File: src/rtl/muldiv_iter.sv
// Iterative RV32M multiply/divide unit: radix-2 shift-add multiply and restoring
// divide on operand magnitudes, with sign fix-up and fixed latency for all ops.
module muldiv_iter #(
  parameter int XLEN = 32
) (
  input  logic            clk,
  input  logic            reset_n,
  input  logic            start,
  input  logic [2:0]      op,
  input  logic [XLEN-1:0] operand_a,
  input  logic [XLEN-1:0] operand_b,
  input  logic            flush,
  output logic            busy,
  output logic            done,
  output logic [XLEN-1:0] result
);

  localparam int CW = $clog2(XLEN + 1);

  typedef enum logic [1:0] {
    IDLE = 2'd0,
    CALC = 2'd1,
    FIX  = 2'd2,
    DONE = 2'd3
  } state_t;

  state_t              state_q;
  logic [CW-1:0]       cnt_q;
  logic [2:0]          op_q;
  logic [XLEN-1:0]     a_q, b_q, ma_q, mb_q, result_q;
  logic                sa_q, sb_q, busy_q, done_q;
  logic [2*XLEN-1:0]   prod_q, prod_d;

  logic                sa_d, sb_d;
  logic [XLEN-1:0]     ma_d, mb_d, result_d;
  logic                is_div, div_ge, neg, b_zero, ovf;
  logic [XLEN:0]       mul_sum, div_sh, div_rem;
  logic [2*XLEN-1:0]   prod_s;
  logic [XLEN-1:0]     quo_s, rem_s;

  always_comb begin
    sa_d = operand_a[XLEN-1] & ~((op == 3'd3) || (op == 3'd5) || (op == 3'd7));
    sb_d = operand_b[XLEN-1] &  ((op == 3'd0) || (op == 3'd1) || (op == 3'd4) || (op == 3'd6));
    ma_d = sa_d ? -operand_a : operand_a;
    mb_d = sb_d ? -operand_b : operand_b;
  end

  // prod_q holds {partial product, multiplier} or {remainder, dividend/quotient}
  always_comb begin
    is_div  = op_q[2];
    mul_sum = {1'b0, prod_q[2*XLEN-1:XLEN]} + (prod_q[0] ? {1'b0, ma_q} : '0);
    div_sh  = {prod_q[2*XLEN-1:XLEN], prod_q[XLEN-1]};
    div_ge  = (div_sh >= {1'b0, mb_q});
    div_rem = div_ge ? (div_sh - {1'b0, mb_q}) : div_sh;
    if (is_div) prod_d = {div_rem[XLEN-1:0], prod_q[XLEN-2:0], div_ge};
    else        prod_d = {mul_sum, prod_q[XLEN-1:1]};
  end

  always_comb begin
    neg    = sa_q ^ sb_q;
    prod_s = neg ? -prod_q : prod_q;
    quo_s  = neg ? -prod_q[XLEN-1:0] : prod_q[XLEN-1:0];
    rem_s  = sa_q ? -prod_q[2*XLEN-1:XLEN] : prod_q[2*XLEN-1:XLEN];
    b_zero = (b_q == '0);
    ovf    = (a_q == {1'b1, {(XLEN-1){1'b0}}}) && (b_q == '1) && !op_q[0];
    case (op_q)
      3'd0:             result_d = prod_s[XLEN-1:0];
      3'd1, 3'd2, 3'd3: result_d = prod_s[2*XLEN-1:XLEN];
      3'd4, 3'd5:       result_d = quo_s;
      default:          result_d = rem_s;
    endcase
    if (is_div && b_zero)   result_d = op_q[1] ? a_q : '1;
    else if (is_div && ovf) result_d = op_q[1] ? '0 : a_q;
  end

  // The first CALC cycle (cnt_q == 0) loads the datapath; the next XLEN do the steps.
  always_ff @(posedge clk or negedge reset_n) begin
    if (!reset_n) begin
      state_q  <= IDLE;
      cnt_q    <= '0;
      op_q     <= '0;
      a_q      <= '0;
      b_q      <= '0;
      ma_q     <= '0;
      mb_q     <= '0;
      sa_q     <= 1'b0;
      sb_q     <= 1'b0;
      prod_q   <= '0;
      result_q <= '0;
      busy_q   <= 1'b0;
      done_q   <= 1'b0;
    end else if (flush) begin
      state_q <= IDLE;
      busy_q  <= 1'b0;
      done_q  <= 1'b0;
    end else begin
      case (state_q)
        IDLE: begin
          done_q <= 1'b0;
          if (start) begin
            op_q    <= op;
            a_q     <= operand_a;
            b_q     <= operand_b;
            ma_q    <= ma_d;
            mb_q    <= mb_d;
            sa_q    <= sa_d;
            sb_q    <= sb_d;
            cnt_q   <= '0;
            busy_q  <= 1'b1;
            state_q <= CALC;
          end
        end
        CALC: begin
          if (cnt_q == '0) begin
            prod_q <= is_div ? {{XLEN{1'b0}}, ma_q} : {{XLEN{1'b0}}, mb_q};
            cnt_q  <= cnt_q + 1'b1;
          end else begin
            prod_q <= prod_d;
            if (cnt_q == CW'(XLEN)) state_q <= FIX;
            else                    cnt_q   <= cnt_q + 1'b1;
          end
        end
        FIX: begin
          result_q <= result_d;
          done_q   <= 1'b1;
          state_q  <= DONE;
        end
        default: begin
          done_q  <= 1'b0;
          busy_q  <= 1'b0;
          state_q <= IDLE;
        end
      endcase
    end
  end

  assign busy   = busy_q;
  assign done   = done_q;
  assign result = result_q;

endmodule

File: config.mk
export PLATFORM = sky130hd
export DESIGN_NAME = muldiv_iter
export DESIGN_NICKNAME = d
export VERILOG_FILES = /design/src/rtl/muldiv_iter.sv
export SDC_FILE = /design/constraint.sdc
export NUM_CORES = 1
export LEC_CHECK = 0
export ABC_AREA = 1
export BUFFER_PORTS_ARGS = -buffer_cell sky130_fd_sc_hd__buf_2
export CAP_MARGIN = 20
export CELL_PAD_IN_SITES_DETAIL_PLACEMENT = 1
export CELL_PAD_IN_SITES_GLOBAL_PLACEMENT = 1
export CORE_MARGIN = 2
export CORE_UTILIZATION = 45
export DETAILED_ROUTE_END_ITERATION = 7
export GPL_TIMING_DRIVEN = 1
export MAX_ROUTING_LAYER = met4
export PLACE_DENSITY_LB_ADDON = 0.1
export SLEW_MARGIN = 5
export SYNTH_ARGS = -nofsm -noshare
export SYNTH_HDL_FRONTEND = slang
export SYNTH_SLANG_ARGS = --single-unit
File: constraint.sdc
create_clock -name clk -period 3.9 [get_ports clk]
set_input_delay 0.78 -clock clk [delete_from_list [all_inputs] [get_ports clk]]
set_output_delay 0.78 -clock clk [all_outputs]
set_load 0.02 [all_outputs]
Word-level counts from Yosys, hierarchy flattened
Cells that the tools add are included.

word-level totals
  register bits = 239
  logic and storage cells = 104
  input port bits = 71
  output and inout port bits = 34

cells by class
  bitwise operators = 5
  add/sub/neg operators = 8
  magnitude comparators = 1
  multiplexer cells = 29
  reduce and logical (&&, ||, !) cells = 25
  equal/unequal tests = 23

operators with widths
  operator                count
  $mux W32                11
  $mux W64                3
  $neg A32 Y32            4
  $pmux W32 S3            1
  $eq A32 B32 Y1 const B  2
  $neg A64 Y64            1
  $add A32 B32 Y33        1
  $ge A33 B32 Y1          1
  $logic_not A32 Y1       1
  $sub A32 B32 Y32        1
  $eq A3 B3 Y1 const B    6
  $mux W6                 3
  $ne A3 B3 Y1 const B    4
  $pmux W6 S2             1
  $eq A3 B2 Y1 const B    3
  $mux W2                 4
  $add A6 B1 Y6 const B   1
  $eq A3 B1 Y1 const B    2
  $eq A6 B6 Y1 const B    1
  $logic_not A3 Y1        2
  $logic_not A6 Y1        1
  $pmux W2 S3             1
  $reduce_and A2 Y1       3
  $reduce_and A3 Y1       2
  other kinds (17)        31

Longest topological paths before layout
  depth in word-level cells = 6
  depth in mapped cells = 20
  depth with buffers taken out = 18

Worst setup path after synthesis
No wires, ideal clock.

  path type = register -> register
  start = reg prod_q[0]
  end = reg prod_q[53]
  setup slack = 1.187 ns
  data required time = 3.817 ns
  stages on the path, launching flop included = 18
  data arrival time = 2.630 ns
  cells stage by stage = dfrtp_1 > clkbuf_1 > buf_1 > nand2_1 > inv_1 > ha_1 > inv_1 > fa_1 > inv_1 > nand3_1 > nand2_1 > a21boi_0 > or2_2 > nand3_1 > nand2_1 > nand3_1 > nand2_1 > o21ai_0

on the way
  word-level cells in the longest chain between the ends = 4

RTL lines
  item                      line  text
  start: declaration        32    logic [2*XLEN-1:0] prod_q, prod_d;
  start signal: assignment  115   prod_q <= is_div ? {{XLEN{1'b0}}, ma_q} : {{XLEN{1'b0}}, mb_q};
  start signal: assignment  118   prod_q <= prod_d;
  $mux W32                  51    mul_sum = {1'b0, prod_q[2*XLEN-1:XLEN]} + (prod_q[0] ? {1'b0, ma_q} : '0);
  $add A32 B32 Y33          51
  $mux W64                  55    if (is_div) prod_d = {div_rem[XLEN-1:0], prod_q[XLEN-2:0], div_ge};
  $mux W64                  114   if (cnt_q == '0) begin

Every way passes these cells.
A chain may end at the register's enable or synchronous reset.

Worst setup path in the final report
  start = reg prod_q[0]
  end = reg prod_q[51]

The elaborated chain is that of the path after synthesis.

==> summary.md <==
| Metric | Value |
|---|---|
| Drt drc | `0` |
| Final Max Tran Viols | `0` |
| Worst setup EP type | `flip-flop` |
| Mean Syn Cell Area | `6.05 um2` |
| Clk slew on worst S/H paths | `70 ps` |
| Primary FF master, synth | `dfrtp_1` |
| Yosys reg bits | `237` |
| Final HPWL DP | `87000 um` |
| CTS buffer count | `29` |
| Grt total ovfl | `0` |
| Clk_lat worst skew | `610 ps` |
| Commonest non-fill, non-tap cells in the layout | `1081 x nand2_1, 468 x inv_1, 370 x nor2_1` |
| Worst-path cell chain | `buf_4 > nand2_1 > inv_1 > ha_1 > inv_1 > fa_1 > inv_1 > nand3_1 > nand2_1 > nand4_1 > nand3_1 > nand2_1 > nand2_1 > nor2_1 > o21ai_0 > inv_1 > nand2_1 > nand2_1` |
| Setup crit start kind | `flip-flop` |
| Tot GR Track Use | `46.3%` |
| Synth async-reset ratio | `100%` |
| First-pass GRT wire length | `162000 um` |
| Synthesized cell area | `21100 um2` |
| Setup ws final | `718 ps` |
| Die X | `221 um` |
| Vias in the first global route | `26000` |
| Worst-margin pin slew | `1120 ps` |
| Setup TNS | `0 ps` |
| Vias | `25800` |
| Row count | `79` |
| Die area | `48700 um2` |
| DR pass1 iterations | `7` |
| Max Cap Viol | `0` |
| Most common cell after layout, fill and taps aside | `nand2_1` |
| Clk root buf | `clkbuf_16` |
| Worst path slowest cell | `fa_1` |
| Hold Buf Count CTS | `0` |
| Layout cells sized above 1 | `8.11%` |
| Arrival time at the worst endpoint | `3670 ps` |
| Area Growth Syn to Fin | `10.6%` |
| CTS tree | `yes` |
| Initial antenna violation count | `1` |
| # resized after CTS | `0` |
| Worst-path fanout max | `38` |
| Max transition margin | `25.5%` |
| RSZ-0062 raised after global routing | `no` |
| Mapped Nets | `3639` |
| Setup WS pre-CTS | `817 ps` |
| Final antenna-violating net count | `0` |
| Iter 0 DRT Violations | `2878` |
| Critical path's largest stage delay | `380 ps` |
| Final net count | `3701` |
| Most frequent CP cell | `nand2_1` |
| Port bufs | `104` |
| Cell variety after synth | `56` |
| Gp weighted congestion | `1.18` |
| Pwr Density | `1030 nW/um2` |
| Crit share post-route | `81.6%` |
| Mapped Cells | `3493` |
| Core area | `46500 um2` |
| Post-Route WL | `110000 um` |
| Yosys Warn Count | `0` |
| Sequential area share after synthesis | `28.0%` |
| Fin Clk Skew | `29.1 ps` |
| Result of the run | `complete, no violations` |
| Setup repair bufs after CTS | `0` |
| Minimum clock period | `3180 ps` |
| Vias per Instance | `6.16` |
| DR WL/cell | `26.2 um` |
| Max IR drop VDD | `554 uV` |
| Worst endpoint required time | `4390 ps` |
| Longest Clk Path Bufs | `3` |
| Standby leakage power | `12.1 nW` |
| Final core occ | `50.3%` |
| Ports | `105` |
| Final hold vios | `0` |
| Max Fclk | `0.314 GHz` |
| Worst Hold Class | `primary input to asynchronous set/reset pin` |
| # setup viols final | `0` |
| Starting density of the core | `45.5%` |
| Critical path class | `flip-flop to flip-flop` |
| EDFF count, synth | `0` |
| Die extent in y | `221 um` |
| Clk sink count | `237` |
| H-tree level count | `1` |
| Largest net degree at the start of global routing | `149` |
cell type report:
class | count | area [um2]
tap | 607 | 759
inverter | 484 | 1820
antenna | 1 | 2.50
multi-input combinational | 2650 | 12900
sequential | 237 | 5930
clock buffer | 38 | 800
timing repair buffer | 153 | 948
clock inverter | 15 | 233
fill | 6456 | 23100
logic make-up after synthesis:
family / synth area share, %
AOI/OAI and AO/OA: 16.7
adders and majority gates: 4.51
DFF: 28.0
xor gates and xnor gates: 1.40
and+or+nand+nor: 38.2
buffers and inverters: 11.1
per-layer routing:
metal | global-route usage (%) | wire (um) | up-vias
met1 | 57.3 | 43600 | 12500
li1 | - | - | 11400
met5 | - | 0 | -
met4 | 32.3 | 9650 | 0
met3 | 8.16 | 9290 | 412
met2 | 68.5 | 47100 | 1390
worst max-delay path, delay by kind of cell, from the launching register on:
kind                     cells  cell delay (ps)
buffers and inverters        5              690
flip-flops                   1              320
AND/OR/NAND/NOR             10             1090
adder cells (fa/ha/maj)      2              570
AO/OA/AOI/OAI                1              380
state kept, by name (all words and copies together) (netlist names):
signal / cells
sa_q: 1
prod_q: 64
state_q: 2
result: 32
cnt_q: 6
done: 1
b_q: 32
a_q: 32
busy: 1
mb_q: 31
op_q: 3
ma_q: 31
sb_q: 1
synth_stat cells, types with 23 or more instances:
master,instances,area share [%]
inv_1,469,8.3
a21oi_1,203,4.8
o211ai_1,23,0.82
nand2_1,1083,19
buf_2,28,0.66
o21ai_0,241,5.7
ha_1,73,4.3
xor2_1,26,1.1
a31oi_1,65,1.9
nand4_1,62,1.8
clkbuf_1,73,1.3
dfrtp_1,237,28
nor3_1,47,1.1
nor2_1,371,6.6
nand3_1,268,6.3
report_power, final:
part	leakage, nW	internal [mW]	total (mW)	switching [mW]
combinational	8.66	4.29	16.1	11.8
clock	0.493	1.78	3.02	1.23
sequential	2.94	3.54	4.86	1.32
metrics by stage:
step | instances | hold WS (ps) | power [mW] | area, um2
final | 4185 | 227 | 24.0 | 23400
after global routing | 4185 | 286 | 25.3 | 23400
after CTS | 4184 | 302 | 23.3 | 23400
after detailed placement | 4131 | 464 | 20.1 | 22300
after global placement | 4131 | 457 | 19.6 | 22300
after floorplan | 3493 | 465 | 14.1 | 21100
path summary, 6_finish.rpt:
path / depth (start not counted) / slack, ps / startpoint / to
setup / recovery: 18 / 720 / prod_q[0] / prod_q[51]
hold / removal: 1 / 230 / reset_n / prod_q[40]
setup reg to reg: 18 / 720 / prod_q[0] / prod_q[51]
hold reg to reg: 2 / 480 / result[29] / result[29]
max in group asynchronous: 2 / 2630 / reset_n / a_q[23]
min in group clk: 2 / 470 / operand_b[4] / mb_q[4]
(Power assumes the default switching activity.)
